File: src/rtl/uart_cmd_pkg.sv
// Shared types and constants for the UART command-frame controller.
package uart_cmd_pkg;

    typedef enum logic [2:0] {
        IDLE        = 3'd0,
        GET_CMD     = 3'd1,
        GET_LEN     = 3'd2,
        GET_PAYLOAD = 3'd3,
        GET_CSUM    = 3'd4,
        HOLD        = 3'd5
    } cmd_state_t;

    typedef enum logic [1:0] {
        ERR_OVERRUN = 2'd0,
        ERR_LEN     = 2'd1,
        ERR_CSUM    = 2'd2,
        ERR_TIMEOUT = 2'd3
    } err_code_t;

    localparam logic [7:0] SYNC_BYTE_DEFAULT = 8'hA5;

endpackage

File: src/rtl/uart_rx_cmd_ctrl_if.sv
// Command handshake and payload read port between the frame controller and its consumer.
interface uart_rx_cmd_ctrl_if #(
    parameter int unsigned MAX_LEN = 16
);
    localparam int unsigned LW = $clog2(MAX_LEN + 1);
    localparam int unsigned AW = (MAX_LEN > 1) ? $clog2(MAX_LEN) : 1;

    logic          o_cmd_valid;
    logic          i_cmd_ready;
    logic [7:0]    o_cmd_id;
    logic [LW-1:0] o_cmd_len;
    logic [AW-1:0] i_pl_addr;
    logic [7:0]    o_pl_data;

    modport master (
        output o_cmd_valid, o_cmd_id, o_cmd_len, o_pl_data,
        input  i_cmd_ready, i_pl_addr
    );

    modport slave (
        input  o_cmd_valid, o_cmd_id, o_cmd_len, o_pl_data,
        output i_cmd_ready, i_pl_addr
    );

endinterface

File: src/rtl/uart_cmd_timer.sv
// Inter-byte timeout counter: saturates at TIMEOUT_CLKS-1, where it flags expiry.
module uart_cmd_timer #(
    parameter int unsigned TIMEOUT_CLKS = 500000
) (
    input  logic clk,
    input  logic rst_n,
    input  logic en,
    input  logic clr,
    output logic expired
);
    localparam int unsigned TW = $clog2(TIMEOUT_CLKS);
    localparam logic [TW-1:0] LAST = TW'(TIMEOUT_CLKS - 1);

    logic [TW-1:0] cnt_q;

    always_ff @(posedge clk or negedge rst_n) begin
        if (!rst_n) begin
            cnt_q <= '0;
        end else if (!en || clr) begin
            cnt_q <= '0;
        end else if (cnt_q != LAST) begin
            cnt_q <= cnt_q + TW'(1);
        end
    end

    // A byte strobe in the expiry cycle wins over the timeout.
    assign expired = en && !clr && (cnt_q == LAST);

endmodule

File: src/rtl/uart_rx_cmd_ctrl.sv
// Frames SYNC/CMD/LEN/payload/XOR-checksum packets from the UART receiver byte
// stream and holds validated commands for the core behind a valid/ready handshake.
module uart_rx_cmd_ctrl
    import uart_cmd_pkg::*;
#(
    parameter int unsigned FPGA_clk_freq = 50000000,
    parameter int unsigned TIMEOUT_CLKS  = 500000,
    parameter int unsigned MAX_LEN       = 16,
    parameter logic [7:0]  SYNC_BYTE     = SYNC_BYTE_DEFAULT
) (
    input  logic       clk,
    input  logic       rst_n,
    input  logic       i_RX_DV,
    input  logic [7:0] i_RX_Byte,
    uart_rx_cmd_ctrl_if.master cmd,
    output logic       o_err,
    output logic [1:0] o_err_code,
    output logic       o_busy
);
    localparam int unsigned LW = $clog2(MAX_LEN + 1);
    localparam int unsigned AW = (MAX_LEN > 1) ? $clog2(MAX_LEN) : 1;
    localparam logic [7:0]  MAX_LEN_B = 8'(MAX_LEN);

    if (TIMEOUT_CLKS < 2 || FPGA_clk_freq == 0) begin : g_param_check
        $error("uart_rx_cmd_ctrl: TIMEOUT_CLKS must be >= 2 and FPGA_clk_freq nonzero");
    end

    cmd_state_t    state_q, state_d;
    logic [7:0]    csum_q, csum_d;
    logic [AW-1:0] idx_q, idx_d;
    logic [7:0]    cmd_id_q;
    logic [LW-1:0] cmd_len_q;
    logic          valid_q, busy_q, err_q;
    err_code_t     err_code_q, err_code_d;
    logic          err_d, id_we, len_we, buf_we;
    logic          timer_en, expired, last_pl;
    logic [7:0]    pl_buf [MAX_LEN];

    assign timer_en = (state_q != IDLE) && (state_q != HOLD);
    assign last_pl  = (LW'(idx_q) + LW'(1)) == cmd_len_q;

    uart_cmd_timer #(.TIMEOUT_CLKS(TIMEOUT_CLKS)) u_timer (
        .clk     (clk),
        .rst_n   (rst_n),
        .en      (timer_en),
        .clr     (i_RX_DV),
        .expired (expired)
    );

    // State register
    always_ff @(posedge clk or negedge rst_n) begin
        if (!rst_n) state_q <= IDLE;
        else        state_q <= state_d;
    end

    // Next state: advance only on byte strobes, except timeout and HOLD exit
    always_comb begin
        state_d = state_q;
        case (state_q)
            IDLE: begin
                if (i_RX_DV && i_RX_Byte == SYNC_BYTE) state_d = GET_CMD;
            end
            GET_CMD: begin
                if (i_RX_DV)      state_d = GET_LEN;
                else if (expired) state_d = IDLE;
            end
            GET_LEN: begin
                if (i_RX_DV) begin
                    if (i_RX_Byte > MAX_LEN_B)   state_d = IDLE;
                    else if (i_RX_Byte == 8'd0)  state_d = GET_CSUM;
                    else                         state_d = GET_PAYLOAD;
                end else if (expired) begin
                    state_d = IDLE;
                end
            end
            GET_PAYLOAD: begin
                if (i_RX_DV) begin
                    if (last_pl) state_d = GET_CSUM;
                end else if (expired) begin
                    state_d = IDLE;
                end
            end
            GET_CSUM: begin
                if (i_RX_DV)      state_d = (i_RX_Byte == csum_q) ? HOLD : IDLE;
                else if (expired) state_d = IDLE;
            end
            HOLD: begin
                if (cmd.i_cmd_ready) state_d = IDLE;
            end
            default: state_d = IDLE;
        endcase
    end

    // Datapath controls and error decode
    always_comb begin
        err_d      = 1'b0;
        err_code_d = ERR_OVERRUN;
        csum_d     = csum_q;
        idx_d      = idx_q;
        id_we      = 1'b0;
        len_we     = 1'b0;
        buf_we     = 1'b0;
        if (expired) begin
            err_d      = 1'b1;
            err_code_d = ERR_TIMEOUT;
        end
        case (state_q)
            IDLE: begin
                if (i_RX_DV && i_RX_Byte == SYNC_BYTE) csum_d = 8'd0;
            end
            GET_CMD: begin
                if (i_RX_DV) begin
                    id_we  = 1'b1;
                    csum_d = i_RX_Byte;
                end
            end
            GET_LEN: begin
                if (i_RX_DV) begin
                    if (i_RX_Byte > MAX_LEN_B) begin
                        err_d      = 1'b1;
                        err_code_d = ERR_LEN;
                    end else begin
                        len_we = 1'b1;
                        csum_d = csum_q ^ i_RX_Byte;
                        idx_d  = '0;
                    end
                end
            end
            GET_PAYLOAD: begin
                if (i_RX_DV) begin
                    buf_we = 1'b1;
                    csum_d = csum_q ^ i_RX_Byte;
                    idx_d  = idx_q + AW'(1);
                end
            end
            GET_CSUM: begin
                if (i_RX_DV && i_RX_Byte != csum_q) begin
                    err_d      = 1'b1;
                    err_code_d = ERR_CSUM;
                end
            end
            HOLD: begin
                if (i_RX_DV) begin
                    err_d      = 1'b1;
                    err_code_d = ERR_OVERRUN;
                end
            end
            default: ;
        endcase
    end

    always_ff @(posedge clk or negedge rst_n) begin
        if (!rst_n) begin
            csum_q     <= '0;
            idx_q      <= '0;
            cmd_id_q   <= '0;
            cmd_len_q  <= '0;
            valid_q    <= 1'b0;
            busy_q     <= 1'b0;
            err_q      <= 1'b0;
            err_code_q <= ERR_OVERRUN;
        end else begin
            csum_q     <= csum_d;
            idx_q      <= idx_d;
            valid_q    <= (state_d == HOLD);
            busy_q     <= (state_d != IDLE);
            err_q      <= err_d;
            err_code_q <= err_code_d;
            if (id_we)  cmd_id_q  <= i_RX_Byte;
            if (len_we) cmd_len_q <= LW'(i_RX_Byte);
        end
    end

    // Payload storage is deliberately left unreset
    always_ff @(posedge clk) begin
        if (buf_we) pl_buf[idx_q] <= i_RX_Byte;
    end

    assign cmd.o_cmd_valid = valid_q;
    assign cmd.o_cmd_id    = cmd_id_q;
    assign cmd.o_cmd_len   = cmd_len_q;
    assign cmd.o_pl_data   = pl_buf[cmd.i_pl_addr];
    assign o_err           = err_q;
    assign o_err_code      = err_code_q;
    assign o_busy          = busy_q;

endmodule

File: src/flat_wrapper.sv
// flat-port wrapper written by rule: the top's interface ports become plain ports
module uart_rx_cmd_ctrl_flat import uart_cmd_pkg::*;
#(
    parameter int unsigned FPGA_clk_freq = 50000000,
    parameter int unsigned TIMEOUT_CLKS  = 500000,
    parameter int unsigned MAX_LEN       = 16,
    parameter logic [7:0]  SYNC_BYTE     = SYNC_BYTE_DEFAULT
)
  (clk, rst_n, i_RX_DV, i_RX_Byte, o_err, o_err_code, o_busy, cmd_o_cmd_valid, cmd_o_cmd_id, cmd_o_cmd_len, cmd_o_pl_data, cmd_i_cmd_ready, cmd_i_pl_addr);
  uart_rx_cmd_ctrl_if #(.MAX_LEN(MAX_LEN)) cmd_i ();
  input  logic clk;
  input  logic rst_n;
  input  logic i_RX_DV;
  input  logic [7:0] i_RX_Byte;
  output logic o_err;
  output logic [1:0] o_err_code;
  output logic o_busy;
  output wire logic [$bits(cmd_i.o_cmd_valid)-1:0] cmd_o_cmd_valid;
  output wire logic [$bits(cmd_i.o_cmd_id)-1:0] cmd_o_cmd_id;
  output wire logic [$bits(cmd_i.o_cmd_len)-1:0] cmd_o_cmd_len;
  output wire logic [$bits(cmd_i.o_pl_data)-1:0] cmd_o_pl_data;
  input wire logic [$bits(cmd_i.i_cmd_ready)-1:0] cmd_i_cmd_ready;
  input wire logic [$bits(cmd_i.i_pl_addr)-1:0] cmd_i_pl_addr;
  assign cmd_o_cmd_valid = cmd_i.o_cmd_valid;
  assign cmd_o_cmd_id = cmd_i.o_cmd_id;
  assign cmd_o_cmd_len = cmd_i.o_cmd_len;
  assign cmd_o_pl_data = cmd_i.o_pl_data;
  assign cmd_i.i_cmd_ready = cmd_i_cmd_ready;
  assign cmd_i.i_pl_addr = cmd_i_pl_addr;
  uart_rx_cmd_ctrl #(.FPGA_clk_freq(FPGA_clk_freq), .TIMEOUT_CLKS(TIMEOUT_CLKS), .MAX_LEN(MAX_LEN), .SYNC_BYTE(SYNC_BYTE)) u_core (.clk(clk), .rst_n(rst_n), .i_RX_DV(i_RX_DV), .i_RX_Byte(i_RX_Byte), .cmd(cmd_i), .o_err(o_err), .o_err_code(o_err_code), .o_busy(o_busy));
endmodule
File: config.mk
export PLATFORM = sky130hd
export DESIGN_NAME = uart_rx_cmd_ctrl_flat
export DESIGN_NICKNAME = d
export VERILOG_FILES = /design/src/rtl/uart_cmd_pkg.sv /design/src/rtl/uart_rx_cmd_ctrl_if.sv /design/src/rtl/uart_cmd_timer.sv /design/src/rtl/uart_rx_cmd_ctrl.sv /design/src/flat_wrapper.sv
export SDC_FILE = /design/constraint.sdc
export NUM_CORES = 1
export LEC_CHECK = 0
export CAP_MARGIN = 40
export CORE_UTILIZATION = 50
export CTS_BUF_LIST = sky130_fd_sc_hd__clkbuf_8
export DETAILED_ROUTE_END_ITERATION = 8
export GPL_ROUTABILITY_DRIVEN = 0
export PLACE_DENSITY_LB_ADDON = 0.05
export SLEW_MARGIN = 40
export SYNTH_ARGS = -nofsm -noshare
export SYNTH_HDL_FRONTEND = slang
export SYNTH_SLANG_ARGS = --single-unit
File: constraint.sdc
create_clock -name clk -period 5.6 [get_ports clk]
set_input_delay 0.56 -clock clk [delete_from_list [all_inputs] [get_ports clk]]
set_output_delay 0.56 -clock clk [all_outputs]
set_load 0.01 [all_outputs]
==> results.md, run 1 <==
- Synth Register Bits: 180
- Max Cap Viol: 0
- Overflow after GRT: 0
- Outcome: completed
- CTS tree: done
- Syn avg cell area: approximately 15 um2
- Initial Utilization: 51.6%
- Sequential share of the synthesized area: approximately two thirds
- Max FO, Critical Path: 32
- Layout cells sized above 1: 21.0%
- Element type at the critical path start: input pin
- Worst setup EP type: primary output
- Min Clock Period, post-route: 3.38 ns
- DRC: 0
- Synth cell types: 54
- TNS Setup: 0 ns
- RSZ-0062 raised after global routing: no
- Largest net degree at the start of global routing: 53
- Predominant post-synthesis flop cell: edfxtp_1
- Number of global-route vias before repair: 4527
- Clock Sinks: 180
- Mapped cell area: 7900 um2
- Max Root-Sink Buffers: 2
- Final setup viols: 0
- Pleak: 3.06 nW
- Core box area: 15300 um2
- Maximum vdd drop: around 150 uV
- Post-CTS setup buffer count: 0
- Wire length per cell: 21.9 um
- Routed Antenna Nets: 0
- Asr flop ratio synth: 28.9%
- Clk slew on worst S/H paths: about 0.09 ns
- Post_cts resized: 0
- Die area: ~16000 um2
- Post-Syn Nets: 531
- H-tree Lvls: 4
- Initial antenna violation count: 0
- Clock Skew: 0.0120 ns
- Setup WS post-layout: 2.22 ns
- Slowest CP cell: mux4_2
- Vias per std cell: approximately 5.8
- Max-slew headroom: 50.4%
- Port Buf Inserts: about 40
- Max-slew violations: 0
- Power per cell area: 306 nW/um2
- Worst endpoint data arrival time: 2.82 ns
- Worst-margin pin slew: 0.742 ns
- First-pass GRT wire length: 26200 um
- Post-synth EDFFs: between 100 and 150
- Total Wirelength: 17000 um
- Synth-to-Final Area Change: 14.1%
- Final hold vios: 0
- Starting DRC count in detailed routing: 329
- Max incr delay on CP: 0.52 ns
- Final nets: 575
- Hold/Removal Path Class: in -> async
- Worst-Skew Late Latency: around 0.47 ns
- CP required: 5.04 ns
- Pre-CTS WS: 2.22 ns
- Die width: ~130 um
- Hpwl dp: 10900 um
- Ys Warns: 0
- N_diodes: 0
- Final period utilization: roughly three fifths
- Vias post-DR: 4489
- Boundary Pins: 42
- Fmax: 0.296 GHz
- FF-to-FF setup slack: 2.68 ns
- Mapped Cells: 510
- Die height: 128 um
- Num CTS Buffers: 17
- # hold bufs at CTS: 0
- Row count: between 40 and 50
- Setup CP Type: in -> out
- Clk root buf: clkbuf_8
- Worst-path cell chain: clkdlybuf4s50_1 > buf_4 > mux4_2 > mux4_2 > clkdlybuf4s50_1
- Drt pass-1 iters: 5
- Total GRT Usage: 22.8%
-- per-layer routing --
metal / vias to the layer above / share of wire [%] / track usage (%)
li1: 2062 / - / -
met1: 2275 / 43 / 29.5
met2: 129 / 51 / 38.5
met3: 23 / 4.6 / 4.09
met4: 0 / 1.8 / 8.86
met5: - / 0 / 0
-- cell type report --
class / count / area (um2)
clock buffers: 17 / 234
well taps: 211 / 264
inverters: 18 / 67.6
repair buffers: 53 / 488
fillers: 1207 / 6310
clock inverters: 15 / 225
multi-input cells: 284 / 2580
flip-flops and latches: 180 / 5150
-- cell families (layout without fill, tap and decap cells) --
| group | count (synthesis) | count (layout) | synth area share, % |
|---|---|---|---|
| simple gates | 139 | 139 | 9.64 |
| compound gates | 56 | 56 | 5.20 |
| mux | 53 | 53 | 13.3 |
| buf+inv | 46 | 103 | 2.50 |
| xor+xnor | 31 | 31 | 3.44 |
| flops | 180 | 180 | 65.2 |
| fa+ha+maj | 5 | 5 | 0.792 |
-- final timing paths --
path,from,endpoint,cells after the start
max in group asynchronous,rst_n,u_core.state_q[1],2
max reg2reg,u_core.state_q[0],u_core.pl_buf[4][6],4
max,cmd_i_pl_addr[1],cmd_o_pl_data[3],5
min in group clk,u_core.cmd.o_cmd_id[2],u_core.cmd.o_cmd_id[2],1
min,rst_n,u_core.u_timer.cnt_q[16],2
min reg2reg,u_core.cmd.o_cmd_id[2],u_core.cmd.o_cmd_id[2],1
-- worst max-delay path, delay by kind of cell --
family / cells / cell delay (ns)
buffers and inverters: 3 / 1.35
muxes: 2 / 0.88
-- Yosys cell counts (2+ instances only) --
| cell | number | area share, % |
|---|---|---|
| clkbuf_1 | 15 | 0.71 |
| o21ai_0 | 9 | 0.57 |
| inv_1 | 17 | 0.81 |
| nor3b_1 | 3 | 0.29 |
| xor2_1 | 12 | 1.3 |
| nor2b_1 | 4 | 0.32 |
| o22ai_1 | 9 | 0.71 |
| nor3b_2 | 5 | 0.79 |
| buf_6 | 2 | 0.29 |
| nand2_1 | 16 | 0.76 |
| dfrtp_1 | 52 | 16 |
| o2bb2ai_1 | 2 | 0.22 |
| a211oi_1 | 3 | 0.29 |
| a221oi_1 | 8 | 0.89 |
| a21oi_1 | 8 | 0.51 |
| buf_2 | 8 | 0.51 |
| nor3_1 | 7 | 0.44 |
| nand4_1 | 8 | 0.63 |
| nor2_1 | 44 | 2.1 |
| and3_1 | 10 | 0.79 |
| ha_1 | 5 | 0.79 |
| nand2b_1 | 5 | 0.40 |
| mux4_2 | 40 | 11 |
| edfxtp_1 | 128 | 49 |
| nand3_1 | 12 | 0.76 |
| and4_1 | 2 | 0.22 |
| and2_1 | 3 | 0.24 |
| a22o_1 | 2 | 0.22 |
| mux2_2 | 13 | 1.9 |
| a31o_2 | 2 | 0.22 |
| nor4bb_1 | 2 | 0.25 |
| or3_1 | 6 | 0.48 |
| xnor2_1 | 19 | 2.1 |
| buf_1 | 3 | 0.14 |
| nor4_1 | 7 | 0.55 |
-- sequential cells by signal, indices dropped and copies added, names as in the netlist --
register	flops
u_core.cmd.o_cmd_valid	1
u_core.cmd.o_cmd_id	8
u_core.pl_buf	128
u_core.state_q	3
u_core.cmd.o_cmd_len	5
u_core.o_err	1
u_core.o_busy	1
u_core.u_timer.cnt_q	19
u_core.idx_q	4
u_core.csum_q	8
u_core.o_err_code	2
-- cells in the final DEF (no fill, tap or decap), types with 3 or more instances in the layout --
cell type	count
edfxtp_1	128
dfrtp_1	51
mux4_2	40
nor2_1	40
clkdlybuf4s50_1	38
xnor2_1	19
inv_1	17
clkbuf_8	17
nand2_1	16
mux2_2	13
buf_4	13
nand3_1	12
xor2_1	12
and3_1	10
o21ai_0	9
o22ai_1	9
a21oi_1	8
nand4_1	8
a221oi_1	8
nor4_1	7
nor3_1	6
or3_1	6
nand2b_1	5
nor3b_2	5
ha_1	5
bufinv_16	5
nor2b_1	4
nor2_2	4
and2_1	3
a211oi_1	3
nor3b_1	3
clkinv_2	3
-- per-stage QoR --
stage,hold slack (ns),util (%),power (mW),area [um2],std cells
after floorplan,0.264,-,1.67,7900,510
after global placement,0.490,55.7,1.77,8520,746
after detailed placement,0.501,55.8,1.78,8550,746
after CTS,0.197,58.8,2.78,9010,778
after global routing,0.241,58.8,2.85,9000,778
final,0.201,58.8,2.76,9000,778
-- report_power, final --
| group | switching, mW | total (mW) | internal (mW) |
|---|---|---|---|
| Clock | 0.472 | 1.01 | 0.536 |
| Sequential | 0.0386 | 1.51 | 1.47 |
| Combinational | 0.114 | 0.242 | 0.128 |
| Total | 0.625 | 2.76 | 2.13 |
Note: power is estimated with default switching activity, not from simulation.
==> run 2: changes to the inputs <==
- clock period: 5.6 -> 2.96 ns (I/O delays scaled with it)
==> run 2 against run 1 <==
Against the previous run:
- clock skew shrank 0.0037 ns
- largest power group unchanged
- critical endpoint unchanged
- via count grew 2.8%
- final area grew 1.3%
- die area is the same
- final cell count grew 3.2%
- largest cell class unchanged
- worst hold slack gained 0.21 ns
==> results.md, run 2 (synthesis results as in run 1) <==
- Outcome: completed
- Maximum vdd drop: 283 uV (+92%)
- Combinational share of power: 9.5% (+0.7 points)
- Switching share of power: 23.9% (+1.3 points)
- Max Used Layer: met4
- R2R Path End: u_core.pl_buf[4][0]
- Die width: 128 um (unchanged)
- Layout cells sized above 1: 22.8% (+1.8 points)
- Final period utilization: 91.0%
- Min Clock Period, post-route: 2.69 ns
- Clk slew on worst S/H paths: 0.09 ns (about the same)
- Power per cell area: 545 nW/um2 (+78%)
- Row count: 45 (unchanged)
- Die area: 16300 um2 (unchanged)
- Post-CTS setup buffer count: 0 (unchanged)
- TNS Setup: 0 ns (unchanged)
- Worst-margin pin slew: 0.701 ns (-0.0405 ns)
- Final hold vios: 0 (unchanged)
- Final core area utilization: 59.6% (+0.76 points)
- Metal2 WL: 9020 um (+4.5%)
- Max-slew violations: 0 (unchanged)
- Initial Utilization: 51.6% (unchanged)
- Max FFs per register: 128 (unchanged)
- Worst-Skew Late Latency: 0.46 ns (about the same)
- Worst-path cell chain: clkdlybuf4s50_1 > buf_12 > mux4_2 > mux4_2 > clkdlybuf4s50_1
- Wire length per cell: 22.0 um (+0.34%)
- Worst endpoint data arrival time: 2.40 ns (-0.42 ns)
- Max Root-Sink Buffers: 2 (unchanged)
- Largest net degree at the start of global routing: 33 (-38%)
- Max FO, Critical Path: 32 (unchanged)
- Fmax: 0.371 GHz
- Die height: 128 um (unchanged)
- Clk root buf: clkbuf_8
- Boundary Pins: 42 (unchanged)
- Largest registers: u_core.pl_buf: 128 flops, u_core.u_timer.cnt_q: 19 flops
- Hold/Removal Path Class: in -> async
- P_sw: 1.19 mW (+91%)
- Overflow after GRT: 0 (unchanged)
- Length in cells of the worst reg-to-reg path: 5 (+1)
- Max-slew headroom: 53.2% (+2.9 points)
- Number of global-route vias before repair: 4674 (+3.2%)
- WL met3: 972 um (+24%)
- CTS tree: done
- DRC: 0 (unchanged)
- Part of the power in registers: 57.3% (+2.7 points)
- Hpwl dp: 11700 um (+7.8%)
- Clock Skew: 0.00825 ns (-0.00372 ns)
- Worst setup EP type: primary output
- Slowest CP cell: clkdlybuf4s50_1
- Initial antenna violation count: 0 (unchanged)
- Synth-to-Final Area Change: 15.5%
- Setup WS post-layout: 0.267 ns (-1.96 ns)
- Total GRT Usage: 23.8% (+1.1 points)
- Core box area: 15300 um2 (unchanged)
- Most common cell after layout, fill and taps aside: edfxtp_1
- Total power: 4.97 mW (+81%)
- Final setup viols: 0 (unchanged)
- Clock power share: 33.2% (-3.4 points)
- RSZ-0062 raised after global routing: no
- Port Buf Inserts: 41 (unchanged)
- Vias per std cell: 5.75 (-0.39%)
- Met1 WL: 7260 um (-0.62%)
- Setup CP Type: in -> out
- H-tree Lvls: 4 (unchanged)
- N_diodes: 0 (unchanged)
- Element type at the critical path start: input pin
- Vias post-DR: 4615 (+2.8%)
- Num CTS Buffers: 17 (unchanged)
- Max Cap Viol: 0 (unchanged)
- FF-to-FF setup slack: 0.69 ns (-1.99 ns)
- Drt pass-1 iters: 5 (unchanged)
- CP required: 2.66 ns (-2.38 ns)
- Pleak: 3.17 nW (+3.4%)
- Crit Reg-Reg Startpoint: u_core.state_q[1]
- Most frequent cells in the layout: 128 x edfxtp_1, 52 x dfrtp_1, 44 x nor2_1
- Max incr delay on CP: 0.52 ns (about the same)
- Routed Antenna Nets: 0 (unchanged)
- Most flops, register: u_core.pl_buf
- First-pass GRT wire length: 27600 um (+5.4%)
- Pre-CTS WS: 0.260 ns (-1.96 ns)
- Final nets: 600 (+4.3%)
- Starting DRC count in detailed routing: 480 (+46%)
- Clock Sinks: 180 (unchanged)
- Total Wirelength: 17600 um (+3.6%)
- Power Internal: 3.78 mW (+78%)
==> run 2: cell count changes in the layout (fill, tap and decap cells not counted), sizes merged <==
cell / change
clkinvlp: +1
dlygate4sd3: +1
bufinv: -3
clkdlybuf4s50: +1
inv: +2
buf: +23
==> run 2: worst max-delay path: cells and delay by family <==
kind                   cells  cell delay [ns]
buffers and inverters      3             1.26
multiplexers               2             0.83
==> run 2: area by class of cell <==
class | count | area, um2
tap | 211 | 264
timing repair buffer | 78 | 706
multi-input combinational | 284 | 2550
fill | 1198 | 6190
inverter | 18 | 67.6
sequential | 180 | 5140
clock inverter | 15 | 153
clock buffer | 17 | 234
==> run 2: worst max-delay path by stage <==
stage | from | end | slack [ns]
after floorplan | u_core.state_q[2] | u_core.pl_buf[0][0] | 0.50
after global placement | cmd_i_pl_addr[1] | cmd_o_pl_data[3] | 0.28
after detailed placement | cmd_i_pl_addr[1] | cmd_o_pl_data[3] | 0.26
after CTS | cmd_i_pl_addr[1] | cmd_o_pl_data[3] | 0.26
after global routing | cmd_i_pl_addr[1] | cmd_o_pl_data[3] | 0.23
final | cmd_i_pl_addr[1] | cmd_o_pl_data[3] | 0.27
==> run 2: metal layers <==
| layer | global-route usage [%] | vias to the layer above |
|---|---|---|
| li1 | - | 2099 |
| met1 | 31.4 | 2360 |
| met2 | 40.2 | 130 |
| met3 | 4.30 | 26 |
| met4 | 8.24 | 0 |
| met5 | 0 | - |
==> run 2: stage by stage <==
step                hold WS [ns]  cell area (um2)  std cells
floorplan               0.000409             7900        510
global placement           0.368             8720        770
detailed placement         0.386             8720        770
CTS                        0.406             9120        803
global route               0.457             9120        803
finish                     0.407             9120        803
==> run 2: power by group through the flow <==
stage | Combinational, mW | Clock [mW] | Sequential [mW]
finish | 0.473 | 1.65 | 2.85
global route | 0.521 | 1.79 | 2.86
CTS | 0.481 | 1.69 | 2.85
detailed placement | 0.479 | 0 | 2.90
global placement | 0.470 | 0 | 2.90
floorplan | 0.258 | 0 | 2.90
==> run 2: timing repair <==
| action | in CTS | in global routing |
|---|---|---|
| hold buffers | 1 | 0 |
| resized for setup | 0 | 0 |
| hold endpoints to repair | 30 | 0 |
==> run 3: changes to the inputs <==
- ABC_CLOCK_PERIOD_IN_PS: not set -> 2960
==> results of run 3 <==
Same layout as run 2: the final DEF is identical, and so are final timing and power.
